===== config.mk =====
export PLATFORM = sky130hd
export DESIGN_NAME = mem_bus_arbiter
export DESIGN_NICKNAME = d
export VERILOG_FILES = /design/src/rtl/mem_bus_arbiter.sv
export SDC_FILE = /design/constraint.sdc
export NUM_CORES = 1
export LEC_CHECK = 0
export CORE_ASPECT_RATIO = 1.4
export CORE_MARGIN = 2
export CORE_UTILIZATION = 39
export DETAILED_ROUTE_END_ITERATION = 12
export PLACE_DENSITY = 0.7
export SLEW_MARGIN = 40
export SYNTH_ARGS = -nofsm -noshare
export SYNTH_HDL_FRONTEND = slang
export SYNTH_SLANG_ARGS = --single-unit

===== constraint.sdc =====
create_clock -name clk -period 2.75 [get_ports clk]
set_clock_uncertainty 0.05 [all_clocks]
set_input_delay 0.4125 -clock clk [delete_from_list [all_inputs] [get_ports clk]]
set_output_delay 0.4125 -clock clk [all_outputs]
set_load 0.005 [all_outputs]

===== src/rtl/mem_bus_arbiter.sv =====
// Shares one single-port memory bus between the instruction-fetch and data ports.
// Accesses are serialised: IDLE -> X_REQ (strobe until accepted or timed out) -> X_RESP (done pulse) -> IDLE.
module mem_bus_arbiter #(
    parameter int ARB_MODE   = 0,
    parameter int WAIT_LIMIT = 255
) (
    input  logic        clk,
    input  logic        rst,
    input  logic        i_req,
    input  logic [31:0] i_addr,
    output logic [31:0] i_rdata,
    output logic        i_done,
    input  logic        d_rd,
    input  logic        d_wr,
    input  logic [31:0] d_addr,
    input  logic [31:0] d_wdata,
    input  logic [3:0]  d_be,
    output logic [31:0] d_rdata,
    output logic        d_done,
    output logic [31:0] m_addr,
    output logic        m_read,
    output logic        m_write,
    output logic [31:0] m_wdata,
    output logic [3:0]  m_be,
    input  logic        m_waitrequest,
    input  logic [31:0] m_rdata,
    output logic        stall,
    output logic        bus_error
);

    localparam int CW = (WAIT_LIMIT > 255) ? $clog2(WAIT_LIMIT + 1) : 8;
    localparam logic [CW-1:0] WAIT_LAST = CW'(WAIT_LIMIT - 1);

    // state  | meaning
    // IDLE   | no access in flight, arbitrate on requests
    // I_REQ  | instruction read strobe on the bus
    // I_RESP | instruction data returned, i_done pulse
    // D_REQ  | data read/write strobe on the bus
    // D_RESP | data access complete, d_done pulse
    typedef enum logic [2:0] {
        IDLE,
        I_REQ,
        I_RESP,
        D_REQ,
        D_RESP
    } state_t;

    state_t          state;
    state_t          state_nxt;
    logic [31:0]     lat_addr;
    logic [31:0]     lat_wdata;
    logic [3:0]      lat_be;
    logic            lat_wr;
    logic            lat_abort;
    logic [CW-1:0]   wait_cnt;
    logic            last_data;
    logic [31:0]     i_hold;
    logic [31:0]     d_hold;
    logic            dreq;
    logic            grant_i;
    logic            grant_d;
    logic            in_req;
    logic            timeout;
    logic [31:0]     i_resp_data;
    logic [31:0]     d_resp_data;

    assign dreq   = d_rd | d_wr;
    assign in_req = (state == I_REQ) || (state == D_REQ);

    always_comb begin
        state_nxt = state;
        grant_i   = 1'b0;
        grant_d   = 1'b0;
        timeout   = 1'b0;
        case (state)
            IDLE: begin
                if (dreq && i_req) begin
                    // Round-robin hands the tie to whichever port did not win last time.
                    grant_d = (ARB_MODE == 0) || !last_data;
                    grant_i = !grant_d;
                end else begin
                    grant_d = dreq;
                    grant_i = i_req;
                end
                if (grant_d) begin
                    state_nxt = D_REQ;
                end else if (grant_i) begin
                    state_nxt = I_REQ;
                end
            end
            I_REQ, D_REQ: begin
                if (!m_waitrequest) begin
                    state_nxt = (state == I_REQ) ? I_RESP : D_RESP;
                end else if ((WAIT_LIMIT != 0) && (wait_cnt == WAIT_LAST)) begin
                    timeout   = 1'b1;
                    state_nxt = (state == I_REQ) ? I_RESP : D_RESP;
                end
            end
            I_RESP, D_RESP: state_nxt = IDLE;
            default:        state_nxt = IDLE;
        endcase
    end

    always_comb begin
        m_addr  = 32'h0;
        m_wdata = 32'h0;
        m_be    = 4'h0;
        m_read  = 1'b0;
        m_write = 1'b0;
        if (in_req) begin
            m_addr  = lat_addr;
            m_wdata = lat_wdata;
            m_be    = lat_be;
            m_read  = !lat_wr;
            m_write = lat_wr;
        end
    end

    assign i_done      = (state == I_RESP);
    assign d_done      = (state == D_RESP);
    assign i_resp_data = lat_abort ? 32'h0 : m_rdata;
    assign d_resp_data = (lat_abort || lat_wr) ? 32'h0 : m_rdata;
    assign i_rdata     = i_done ? i_resp_data : i_hold;
    assign d_rdata     = d_done ? d_resp_data : d_hold;
    assign stall       = (i_req & ~i_done) | (dreq & ~d_done);

    always_ff @(posedge clk) begin
        if (rst) begin
            state     <= IDLE;
            lat_addr  <= 32'h0;
            lat_wdata <= 32'h0;
            lat_be    <= 4'h0;
            lat_wr    <= 1'b0;
            lat_abort <= 1'b0;
            wait_cnt  <= '0;
            last_data <= 1'b1;
            bus_error <= 1'b0;
            i_hold    <= 32'h0;
            d_hold    <= 32'h0;
        end else begin
            state <= state_nxt;
            if (grant_i) begin
                lat_addr  <= i_addr;
                lat_wdata <= 32'h0;
                lat_be    <= 4'hF;
                lat_wr    <= 1'b0;
                lat_abort <= 1'b0;
                wait_cnt  <= '0;
                last_data <= 1'b0;
            end else if (grant_d) begin
                lat_addr  <= d_addr;
                lat_wdata <= d_wdata;
                lat_be    <= d_be;
                lat_wr    <= d_wr;
                lat_abort <= 1'b0;
                wait_cnt  <= '0;
                last_data <= 1'b1;
            end
            if (in_req && m_waitrequest) begin
                wait_cnt <= wait_cnt + CW'(1);
            end
            if (timeout) begin
                lat_abort <= 1'b1;
                bus_error <= 1'b1;
            end
            if (i_done) begin
                i_hold <= i_resp_data;
            end
            if (d_done) begin
                d_hold <= d_resp_data;
            end
        end
    end

endmodule

==> results.toml <==
[die]
initial_core_util_pct = 39.84
die_w_um = 118.4
core_sq_mm = 0.01792
std_cell_rows = 58
die_area_sq_mm = 0.01943
die_h_um = 164.1
ios = 276

[timing]
maxSlewViolCount = 0
setup_violations = 0
rsz0062_at_grt = "yes"
finalSetupTns_ps = 0
tightest_slew_ps = 670.1
finalHoldViolations = 0
period_share_pct = 97.31
fin_crit_ps = 2676
relSlewSlack_pct = 55.33
fmax_ghz = 0.3737

[placement]
gp_congestion = 0.7771
dp.cells = 1319
io_buffers = 275
dp.final_hpwl_mm = 14.98

[run]
cap_viol_max_count = 0

[clock_tree]
htreeDepth = 4
clock_latency_ps = 420
cts_buffer_depth = 2
clock_sinks = 146
holdBufCountCts = 0
cts_tree = "built"
cts_made_buffers = 17
clk_pin_slew_ps = 60
cts_root_buf = "clkbuf_16"

[layout]
multi_input_area_sq_mm = 0.003789
fin_nets = 1241
diodes = 0
final_cells = 1354
ff_latch_area_sq_mm = 0.002927
drive_gt1_share_pct = 11.85
num-fill-cells = 1685
area_growth_pct = 49.79

[drt]
wl_per_cell_um = 16.52
dr.pass1.iters = 5
wl_mm = 22.37
drtIter0Drc = 359
detail-route-antenna-nets = 0
via_per_inst = 5.159
drt_drc_violations_left = 0
vias = 6985

[synthesis]
yosysMostFrequentCell = "dfxtp_1"
yosys_warnings = 0
synth.avg_cell_area_sq_um = 8.209
synth_top_area_share_pct = 40.93
synth_fp_nets = 1010
synthTopCellsByArea = "dfxtp_1, a21oi_1, nand2_1, and2_1, o21ai_0"
synth_edf_count = 0
synth_seq_cells = 146
synthCells = 870
async_flop_share_pct = 0
syn_area_sq_mm = 0.007142
synth_top_area_cell = "dfxtp_1"
yosysSeqAreaShare_pct = 40.93
synth_cell_types = 47
synth_common_cells = "dfxtp_1, nand2_1, a21oi_1"
synthFlopType = "dfxtp_1"

[status]
status = "finished clean"

[worst_hold_path]
hold_path_class = "input pin to register"

[setup_path]
critPathKind = "register to output pin"
arrival_ps = 2210
end_kind = "output pin"
required_ps = 2290
crit_fanout = 16
start_kind = "register"

[power]
power_density_mw_per_mm2 = 574.3
peakVddDrop_uv = 300.1
cellLeakagePower_nw = 3.991

[grt]
grt_pass1_wl_mm = 35.43
grt.overflow.total = 0
grt_antenna_before_repair = 0
grt_use_total_pct = 22.83
grt_pass1_vias = 6873
grt_max_degree = 76
[worst max-delay path: stages, from the launching register on]
cell	delay, ps
dfxtp_4	380
or3b_4	430
buf_12	150
inv_6	140
nand3b_1	120
nand2_1	80
clkdlybuf4s50_1	490
[final timing paths]
| kind | cells past startpoint | endpoint | slack [ps] | startpoint |
|---|---|---|---|---|
| worst max-delay path | 6 | i_rdata[15] | 70 | state[1] |
| worst min-delay path | 2 | d_hold[29] | 400 | rst |
| worst max register to register | 5 | lat_addr[12] | 950 | state[2] |
| worst min register to register | 2 | bus_error | 410 | bus_error |
[area by class of cell]
class | count | area share (%)
clock inverter | 13 | 1.392
sequential | 146 | 27.36
tap | 240 | 2.807
clock buffer | 19 | 4.234
timing repair buffer | 296 | 28.07
timing repair inverter | 2 | 0.1871
inverter | 4 | 0.5380
multi-input combinational | 634 | 35.42
[routing by layer]
| layer | global-route usage [%] | up-vias | share of wire, % |
|---|---|---|---|
| li1 | - | 3525 | - |
| met1 | 25.09 | 3216 | 39 |
| met2 | 40.33 | 215 | 52 |
| met3 | 8.056 | 29 | 7.3 |
| met4 | 8.874 | 0 | 2.2 |
| met5 | 0 | - | 0 |
[stage by stage]
| stage | area, sq um | util, % | hold WS, ps | power (mW) | setup WS [ps] |
|---|---|---|---|---|---|
| 6_report | 10700 | 59.68 | 403.7 | 6.144 | 73.96 |
| 3_5_place_dp | 10010 | 55.82 | 400.5 | 3.810 | 307.3 |
| 2_1_floorplan | 7142 | - | 389.9 | 3.115 | 987.8 |
| 5_1_grt | 10700 | 59.68 | 400.8 | 6.465 | -20.95 |
| 3_3_place_gp | 10010 | 55.82 | 385.4 | 3.793 | 338.0 |
| 4_1_cts | 10650 | 59.40 | 389.1 | 6.191 | 38.91 |
[registers in the layout, summed over array words and instances (netlist names)]
name / flops
i_hold: 32
lat_wr: 1
d_hold: 32
state: 3
lat_be: 4
lat_abort: 1
wait_cnt: 8
lat_wdata: 32
lat_addr: 32
bus_error: 1
[cells by family after synthesis]
group	synth area share [%]
AOI/OAI and AO/OA	20.73
adders and majority gates	0.3503
buffers and inverters	6.377
DFF	40.92
muxes	0.2978
and+or+nand+nor	31.32
[what timing repair did]
action	in CTS	in global routing
buffers inserted	0	1
cloned	1	1
gates resized for setup	5	6
setup endpoints to repair	64	34
[placed cells by master, fill, tap and decap left out, drive strengths merged, types with 2 or more instances in the layout]
cell type      synthesis  routed
or3b                   2       2
bufinv                 0       3
nand3b                33      33
buf                   30      22
nand2b                 4       4
and2                  69      69
inv                    3       9
a211oi                34      34
nor3                  12      12
ha                     2       2
o221ai                 2       2
or3                    5       5
or4b                  33      33
or2                    2       2
o21ai                 69      69
clkinv                 1       4
nand3                 67      67
nor2                   8       8
clkbuf                56      19
nand2                136     136
dfxtp                146     146
clkinvlp               0       3
a21oi                142     142
clkdlybuf4s50          0     274
[where the power goes]
part | switching, mW | internal, mW
Sequential | 0.0750 | 2.30
Combinational | 0.690 | 0.728
Clock | 0.951 | 1.40
(Power assumes the default switching activity.)
